**config.mk**
```make
export PLATFORM = sky130hd
export DESIGN_NAME = pc_redirect_ctrl
export DESIGN_NICKNAME = d
export VERILOG_FILES = /design/src/rtl/pc_redirect_ctrl_pkg.sv /design/src/rtl/pc_redirect_ctrl_flush_timer.sv /design/src/rtl/pc_redirect_ctrl.sv
export SDC_FILE = /design/constraint.sdc
export NUM_CORES = 1
export LEC_CHECK = 0
export CORE_MARGIN = 4
export CORE_UTILIZATION = 33
export DETAILED_ROUTE_END_ITERATION = 10
export PLACE_DENSITY = 0.83
export SLEW_MARGIN = 10
export SYNTH_ARGS = -nofsm -noshare
export SYNTH_HDL_FRONTEND = slang
export SYNTH_SLANG_ARGS = --single-unit
```
**constraint.sdc**
```tcl
create_clock -name clk_pi -period 3 [get_ports clk_pi]
set_input_delay 0.9 -clock clk_pi [delete_from_list [all_inputs] [get_ports clk_pi]]
set_output_delay 0.9 -clock clk_pi [all_outputs]
set_load 0.02 [all_outputs]
```
**src/rtl/pc_redirect_ctrl_pkg.sv**
```systemverilog
// Shared definitions for the PC redirect controller: FSM state encoding,
// the redirect-source select used by the priority mux, and the default trap vector.
package pc_redirect_ctrl_pkg;

    localparam logic [31:0] TRAP_VECTOR_DEFAULT = 32'h0000_0100;

    typedef enum logic [1:0] {
        ST_RUN     = 2'd0,
        ST_FLUSH   = 2'd1,
        ST_HALTED  = 2'd2,
        ST_ILLEGAL = 2'd3
    } redir_state_e;

    typedef enum logic [1:0] {
        SRC_NONE   = 2'd0,
        SRC_TRAP   = 2'd1,
        SRC_BRANCH = 2'd2,
        SRC_RESUME = 2'd3
    } redir_src_e;

endpackage : pc_redirect_ctrl_pkg

```
**src/rtl/pc_redirect_ctrl_flush_timer.sv**
```systemverilog
// pc_flush_timer: load/decrement down-counter that times the wrong-path squash
// window. Load has priority over decrement; the counter saturates at zero.
module pc_flush_timer #(
    parameter int CNT_W = 2
) (
    input  logic             clk_pi,
    input  logic             reset_pi,
    input  logic             load,
    input  logic [CNT_W-1:0] load_val,
    input  logic             dec,
    output logic             zero
);

    logic [CNT_W-1:0] count_r;

    // Down-counter register: reload on a new redirect, otherwise count toward zero.
    always_ff @(posedge clk_pi) begin
        if (reset_pi) begin
            count_r <= '0;
        end else if (load) begin
            count_r <= load_val;
        end else if (dec && (count_r != '0)) begin
            count_r <= count_r - CNT_W'(1);
        end else begin
            count_r <= count_r;
        end
    end

    assign zero = (count_r == '0);

endmodule : pc_flush_timer

```
**src/rtl/pc_redirect_ctrl.sv**
```systemverilog
// pc_redirect_ctrl: arbitrates trap / branch / HALT / stall / debug-resume PC changes,
// drives the PC register's halt and redirect inputs combinationally, squashes
// wrong-path slots after each redirect and counts accepted redirects.
module pc_redirect_ctrl
    import pc_redirect_ctrl_pkg::*;
#(
    parameter int          FLUSH_CYCLES = 2,
    parameter logic [31:0] TRAP_VECTOR  = TRAP_VECTOR_DEFAULT,
    parameter int          REDIR_CNT_W  = 16
) (
    input  logic                   clk_pi,
    input  logic                   reset_pi,
    input  logic                   branchTaken_pi,
    input  logic [31:0]            branchTarget_pi,
    input  logic                   trap_pi,
    input  logic                   haltInstr_pi,
    input  logic                   imemStall_pi,
    input  logic                   resume_pi,
    input  logic [31:0]            resumePC_pi,
    output logic                   halt_po,
    output logic                   isTakenBranch_po,
    output logic [31:0]            targetPC_po,
    output logic                   flush_po,
    output logic                   halted_po,
    output logic [REDIR_CNT_W-1:0] redirCount_po
);

    localparam int FLUSH_CNT_W = $clog2(FLUSH_CYCLES + 1);
    localparam logic [FLUSH_CNT_W-1:0] FLUSH_LOAD = FLUSH_CNT_W'(FLUSH_CYCLES - 1);

    redir_state_e           state_r;
    redir_state_e           state_next_s;
    redir_src_e             redir_src_s;
    logic                   redirect_s;
    logic                   flush_zero_s;
    logic [REDIR_CNT_W-1:0] redir_cnt_r;

    // State register; reset (and the illegal-state recovery in next-state logic) returns to RUN.
    always_ff @(posedge clk_pi) begin
        if (reset_pi) begin
            state_r <= ST_RUN;
        end else begin
            state_r <= state_next_s;
        end
    end

    // Priority mux: choose which request, if any, redirects the PC this cycle.
    always_comb begin
        redir_src_s = SRC_NONE;
        case (state_r)
            ST_RUN: begin
                if (trap_pi) begin
                    redir_src_s = SRC_TRAP;
                end else if (branchTaken_pi) begin
                    redir_src_s = SRC_BRANCH;
                end else begin
                    redir_src_s = SRC_NONE;
                end
            end
            ST_FLUSH: begin
                // Branches seen during the squash window are wrong-path; traps are not.
                if (trap_pi) begin
                    redir_src_s = SRC_TRAP;
                end else begin
                    redir_src_s = SRC_NONE;
                end
            end
            ST_HALTED: begin
                if (resume_pi) begin
                    redir_src_s = SRC_RESUME;
                end else begin
                    redir_src_s = SRC_NONE;
                end
            end
            default: redir_src_s = SRC_NONE;
        endcase
    end

    assign redirect_s = (redir_src_s != SRC_NONE) && !reset_pi;

    // Next-state logic.
    always_comb begin
        state_next_s = ST_RUN;
        case (state_r)
            ST_RUN: begin
                if (redirect_s) begin
                    state_next_s = ST_FLUSH;
                end else if (haltInstr_pi) begin
                    state_next_s = ST_HALTED;
                end else begin
                    state_next_s = ST_RUN;
                end
            end
            ST_FLUSH: begin
                if (redirect_s) begin
                    state_next_s = ST_FLUSH;
                end else if (flush_zero_s) begin
                    state_next_s = ST_RUN;
                end else begin
                    state_next_s = ST_FLUSH;
                end
            end
            ST_HALTED: begin
                if (redirect_s) begin
                    state_next_s = ST_FLUSH;
                end else begin
                    state_next_s = ST_HALTED;
                end
            end
            default: state_next_s = ST_RUN;
        endcase
    end

    // Output logic: combinational so the PC register consumes it at the same edge.
    always_comb begin
        halt_po          = 1'b0;
        isTakenBranch_po = 1'b0;
        targetPC_po      = 32'h0000_0000;
        flush_po         = 1'b0;
        halted_po        = 1'b0;
        if (reset_pi) begin
            halt_po          = 1'b0;
            isTakenBranch_po = 1'b0;
        end else begin
            isTakenBranch_po = redirect_s;
            case (redir_src_s)
                SRC_TRAP:   targetPC_po = TRAP_VECTOR;
                SRC_BRANCH: targetPC_po = branchTarget_pi;
                SRC_RESUME: targetPC_po = resumePC_pi;
                default:    targetPC_po = 32'h0000_0000;
            endcase
            case (state_r)
                ST_RUN: begin
                    // A redirect always beats a stall or HALT in the same cycle.
                    halt_po = !redirect_s && (haltInstr_pi || imemStall_pi);
                end
                ST_FLUSH: begin
                    flush_po = 1'b1;
                    halt_po  = !redirect_s && imemStall_pi;
                end
                ST_HALTED: begin
                    halt_po   = 1'b1;
                    halted_po = 1'b1;
                end
                default: begin
                    halt_po = 1'b0;
                end
            endcase
        end
    end

    // Accepted-redirect counter, wraps naturally at its width.
    always_ff @(posedge clk_pi) begin
        if (reset_pi) begin
            redir_cnt_r <= '0;
        end else if (isTakenBranch_po) begin
            redir_cnt_r <= redir_cnt_r + REDIR_CNT_W'(1);
        end else begin
            redir_cnt_r <= redir_cnt_r;
        end
    end

    assign redirCount_po = redir_cnt_r;

    pc_flush_timer #(
        .CNT_W (FLUSH_CNT_W)
    ) u_flush_timer (
        .clk_pi   (clk_pi),
        .reset_pi (reset_pi),
        .load     (redirect_s),
        .load_val (FLUSH_LOAD),
        .dec      (state_r == ST_FLUSH),
        .zero     (flush_zero_s)
    );

endmodule : pc_redirect_ctrl

```
-- Word level (Yosys, flattened, before mapping)
Index checks and enable logic that the tools add are counted.
- output and inout bits: 52
- memories kept: 0
- latch bits: 0
- register bits: 20
- input bits: 71
- ROM bits: 0
- logic and storage cells: 46
- memory bits (writable): 0
- muxes and demuxes: 22
- magnitude comparators: 0
- $mul: 0
- equal/unequal tests: 5
- shift operators: 0
- div/mod/pow operators: 0
- bitwise gates (word level): 0
- reduce and logical (&&, ||, !) cells: 13
- add/sub/neg operators: 2
- operators with widths (operator ; number):
    32-bit case mux with 3 select lines ; 1
    32-bit two-way mux ; 1
    16-bit by 1-bit adder with 16-bit output (second input constant) ; 1
    2-bit two-way mux ; 6
    2-bit case mux with 3 select lines ; 2
    1-bit two-way mux ; 11
    2-bit equality test (second input constant) ; 3
    2-bit nonzero test ; 3
    2-bit by 1-bit equality test with 1-bit output (second input constant) ; 2
    1-bit logical AND ; 4
    2-bit logical NOT ; 2
    1-bit case mux with 3 select lines ; 1
    1-bit logical NOT ; 2
    2-bit OR reduction ; 1
    2-bit by 1-bit subtractor with 2-bit output (second input constant) ; 1
    1-bit logical OR ; 1

-- Depth between registers and ports, before layout
- word-level depth: 9
- gate-level depth with buffers: 7
- gate-level depth less buffers: 6

-- Modules after synthesis
A second synthesis with hierarchy kept.
- cell total of the unflattened synthesis: 222
- area total of the unflattened synthesis: 1655.3 sq um
- modules (own cells, without submodules) (module ; instances ; cells an instance ; seq. area each (sq um) ; area an instance (sq um)):
    pc_redirect_ctrl ; 1 ; 208 ; 360.3 ; 1529.0
    pc_flush_timer ; 1 ; 14 ; 40.0 ; 126.4

-- Worst setup path after synthesis
No wires, ideal clock.
- path type: in2out
- from: input trap_pi
- to: output targetPC_po[8]
- slack: 0.002 ns
- required time: 2.100 ns
- path buffers: 2
- arrival time: 2.098 ns
- stages on the path: 6
- path through: or2_1 -> buf_6 -> a2bb2oi_2 -> nand2b_1 -> buf_2 -> nor3_1
- longest elaborated chain between the ends: 5
- elaborated cells between the ends (all ways): 8
- classes of those cells: eq/ne: 3; mux: 5
- ends and longest elaborated chain (what ; RTL line ; source):
    start, declared ; pc_redirect_ctrl.sv:15 ; input logic trap_pi,
    1-bit two-way mux or 2-bit two-way mux (tied branches) ; pc_redirect_ctrl.sv:62, pc_redirect_ctrl.sv:52 ;
    2-bit case mux with 3 select lines * ; pc_redirect_ctrl.sv:50 ; case (state_r)
    2-bit equality test or 2-bit by 1-bit equality test with 1-bit output (tied branches) ; pc_redirect_ctrl.sv:126 ; case (redir_src_s)
    32-bit case mux with 3 select lines * ; pc_redirect_ctrl.sv:126 ;
    32-bit two-way mux * ; pc_redirect_ctrl.sv:121 ; if (reset_pi) begin
    end, declared ; pc_redirect_ctrl.sv:22 ; output logic [31:0] targetPC_po,
Every way passes the cells marked *; elsewhere a longest branch is shown, timed or not.

-- Worst setup path in the final report
Ends and elaborated chain as after synthesis.

==> run_results.csv <==
group,metric,value,unit
cts,clock-sinks,20,
job,maxCapViolCount,0,
run_status,violations,"negative setup slack",
timing,clock_skew,0.00357,ns
synth,synth_top_flop_cell,"dfxtp_1",
synth,syn_nets,277,
setup_path,crit_path_start_kind,"primary input",
synth,syn-mean-instance-area,7.34,um2
routing,dr_total_vias,2271,
global_route,gr-total-overflow,0,
pwr,total_leakage_power,1.26,nW
cts,clk_pin_slew,0.08,ns
cts,cts-root-buf,"clkbuf_8",
cts,cts_buffers,3,
cts,cts_max_level,1,
floorplanning,start_util,34.1,%
synth,synth_edf_count,0,
floorplanning,dieArea,5680,um2
timing,finalWorstSetupSlack,-0.0755,ns
finish,layout_commonest_cell,"clkdlybuf4s50_1",
timing,post-route-period-util,103,%
cts,cts.path.max_buffers,2,
setup_path,critPathKind,"in2out",
hold_path,min_path_type,"reg2reg",
setup_path,critPathCaptureType,"output port",
floorplanning,die_w,75.3,um
finish,utilization,75.0,%
finish,nets,421,
routing,wl_per_cell,20.5,um
setup_path,critPathMaxStageDelay,0.29,ns
floorplanning,rows,24,
synth,yosys_warnings,0,
global_route,grt_pass1_vias,2151,
timing,grt_setup_unrepaired,"yes",
global_route,antenna_found_initial,0,
global_route,grt_util_all_layers,25.6,%
setup_path,cp_max_fo,4,
timing,worst_slew_pin_slew,0.535,ns
synth,synthArstFlopShare,0,%
routing,drc,0,
timing,setup_viol,3,
timing,fmax,325,MHz
placed_design,dp_hpwl,4.92,mm
timing,tns,-0.108,ns
pwr,ir_drop,0.000238,V
setup_path,cp_cell_sequence,"buf_6 -> or2_4 -> buf_6 -> buf_4 -> buf_4 -> nor3_1 -> nor3_1 -> buf_2",
pwr,p_per_area,285,nW/um2
setup_path,crit_slowest_cell,"nor3_1",
setup_path,crit_required,2.10,ns
placed_design,io_buffer_count,122,
routing,postRouteAntennaNets,0,
setup_path,crit_buf_inv,5,
routing,wl,8.16,mm
placed_design,globalplace.congestion,0.807,
run_status,outcome,"finished with violations",
synth,ys_ff_latch,20,
synth,syn_area,1500,um2
synth,synth-seq-area-share,26.8,%
synth,ys_types,39,
routing,drt_pass1_iterations,5,
routing,drt_iter0_markers,182,
cts,cts_tree,"built",
floorplanning,coreArea,4380,um2
timing,fin_crit,3.08,ns
setup_path,worstPathArrival,2.18,ns
cts,clk_latency,0.26,ns
finish,final_cell_mix,"clkdlybuf4s50_1, buf_4, a22oi_1, nor2_1, dfxtp_1",
timing,hold_slack,0.493,ns
timing,slew_viol_final,0,
finish,area_delta_synth_final,120,%
floorplanning,die_y,75.3,um
global_route,grt_pass1_wl,11.1,mm
setup_path,crit_family,"buffers and inverters",
timing,hold_viol_final,0,
floorplanning,ios,123,
finish,num_antenna_cells,0,
finish,drive_above_1_share,32.0,%
global_route,grt_max_degree,23,
synth,syn_inst,204,
timing,slew_headroom,64.3,%
routing,via_per_inst,5.69,
## state kept, by name, indices dropped and copies added, names as in the netlist
name	cells
redirCount_po	16
u_flush_timer.count_r	2
state_r	2
## worst paths after layout
kind         slack (ns)  depth (start not counted)         startpoint                end
max               -0.08                          8            trap_pi     targetPC_po[8]
min                0.49                          2  redirCount_po[15]  redirCount_po[15]
max reg2reg        1.10                          6         state_r[0]   redirCount_po[5]
min reg2reg        0.49                          2  redirCount_po[15]  redirCount_po[15]
## per-layer routing
metal | vias to the layer above | track usage (%) | routed length (um)
met5 | - | 0 | 0
met3 | 26 | 4.35 | 624
met4 | 0 | 6.60 | 273
met1 | 1073 | 32.1 | 3050
met2 | 127 | 45.3 | 4220
li1 | 1045 | - | -
## power by group
group	switching [mW]	internal (mW)
Clock	0.0916	0.178
Sequential	0.0101	0.274
Combinational	0.160	0.222
Total	0.262	0.674
## what timing repair did
item | CTS | global route
hold endpoints to repair | 0 | 0
resized for setup | 206 | 25
hold buffers | 0 | 0
pin swaps | 7 | 9
cloned | 6 | 0
buffers inserted | 7 | 3
setup endpoints to repair | 36 | 34
## cells in the mapped netlist (2+ instances only)
master,n,area share (%)
nor2_1,43,11
a22oi_1,31,16
dfxtp_1,20,27
a21oi_1,13,4.3
clkbuf_1,8,2.0
o21ai_0,8,2.7
or3_1,7,2.9
inv_1,6,1.5
nand2_1,6,1.5
buf_2,5,1.7
nand4_1,5,2.1
nand2b_1,4,1.7
nand3_1,4,1.3
nor3_1,4,1.3
and2_1,3,1.3
o31ai_1,3,1.5
or4_1,3,1.5
xnor2_1,3,1.8
and2b_2,2,1.2
and4_1,2,1.2
buf_4,2,1.0
buf_6,2,1.5
ha_1,2,1.7
mux2_2,2,1.5
nor2b_1,2,0.84
## per-stage QoR
| step | instances | setup WS [ns] | total power, mW | area (um2) |
|---|---|---|---|---|
| 3_3_place_gp | 379 | -0.717 | 0.570 | 2870 |
| 6_report | 399 | -0.0755 | 0.936 | 3290 |
| 4_1_cts | 396 | -0.00544 | 0.917 | 3220 |
| 2_1_floorplan | 204 | 0.00222 | 0.407 | 1500 |
| 5_1_grt | 399 | -0.0822 | 0.974 | 3290 |
| 3_5_place_dp | 379 | -0.723 | 0.576 | 2870 |
## final cells by class
type,instances,area (um2)
timing repair buffer,156,1620
multi-input combinational,161,1110
fill,302,1090
sequential,20,400
tap,52,65.1
clock buffer,3,41.3
clock inverter,1,30.0
inverter,6,22.5
## cell families (layout without fill, tap and decap cells)
| group | after synthesis | after routing | share of synthesized area, % |
|---|---|---|---|
| AO/OA/AOI/OAI | 63 | 63 | 30.3 |
| XOR/XNOR | 3 | 3 | 1.76 |
| adder cells (fa/ha/maj) | 2 | 2 | 1.67 |
| buffers and inverters | 23 | 166 | 7.69 |
| flip-flops | 20 | 20 | 26.8 |
| multiplexers | 2 | 2 | 1.50 |
| AND/OR/NAND/NOR | 91 | 91 | 30.4 |
## worst min-delay path, cell delays in order, from the launching register on
cell	delay, ns
dfxtp_1	0.33
o31ai_1	0.06
a21oi_1	0.05
Note: power is estimated with default switching activity, not from simulation.
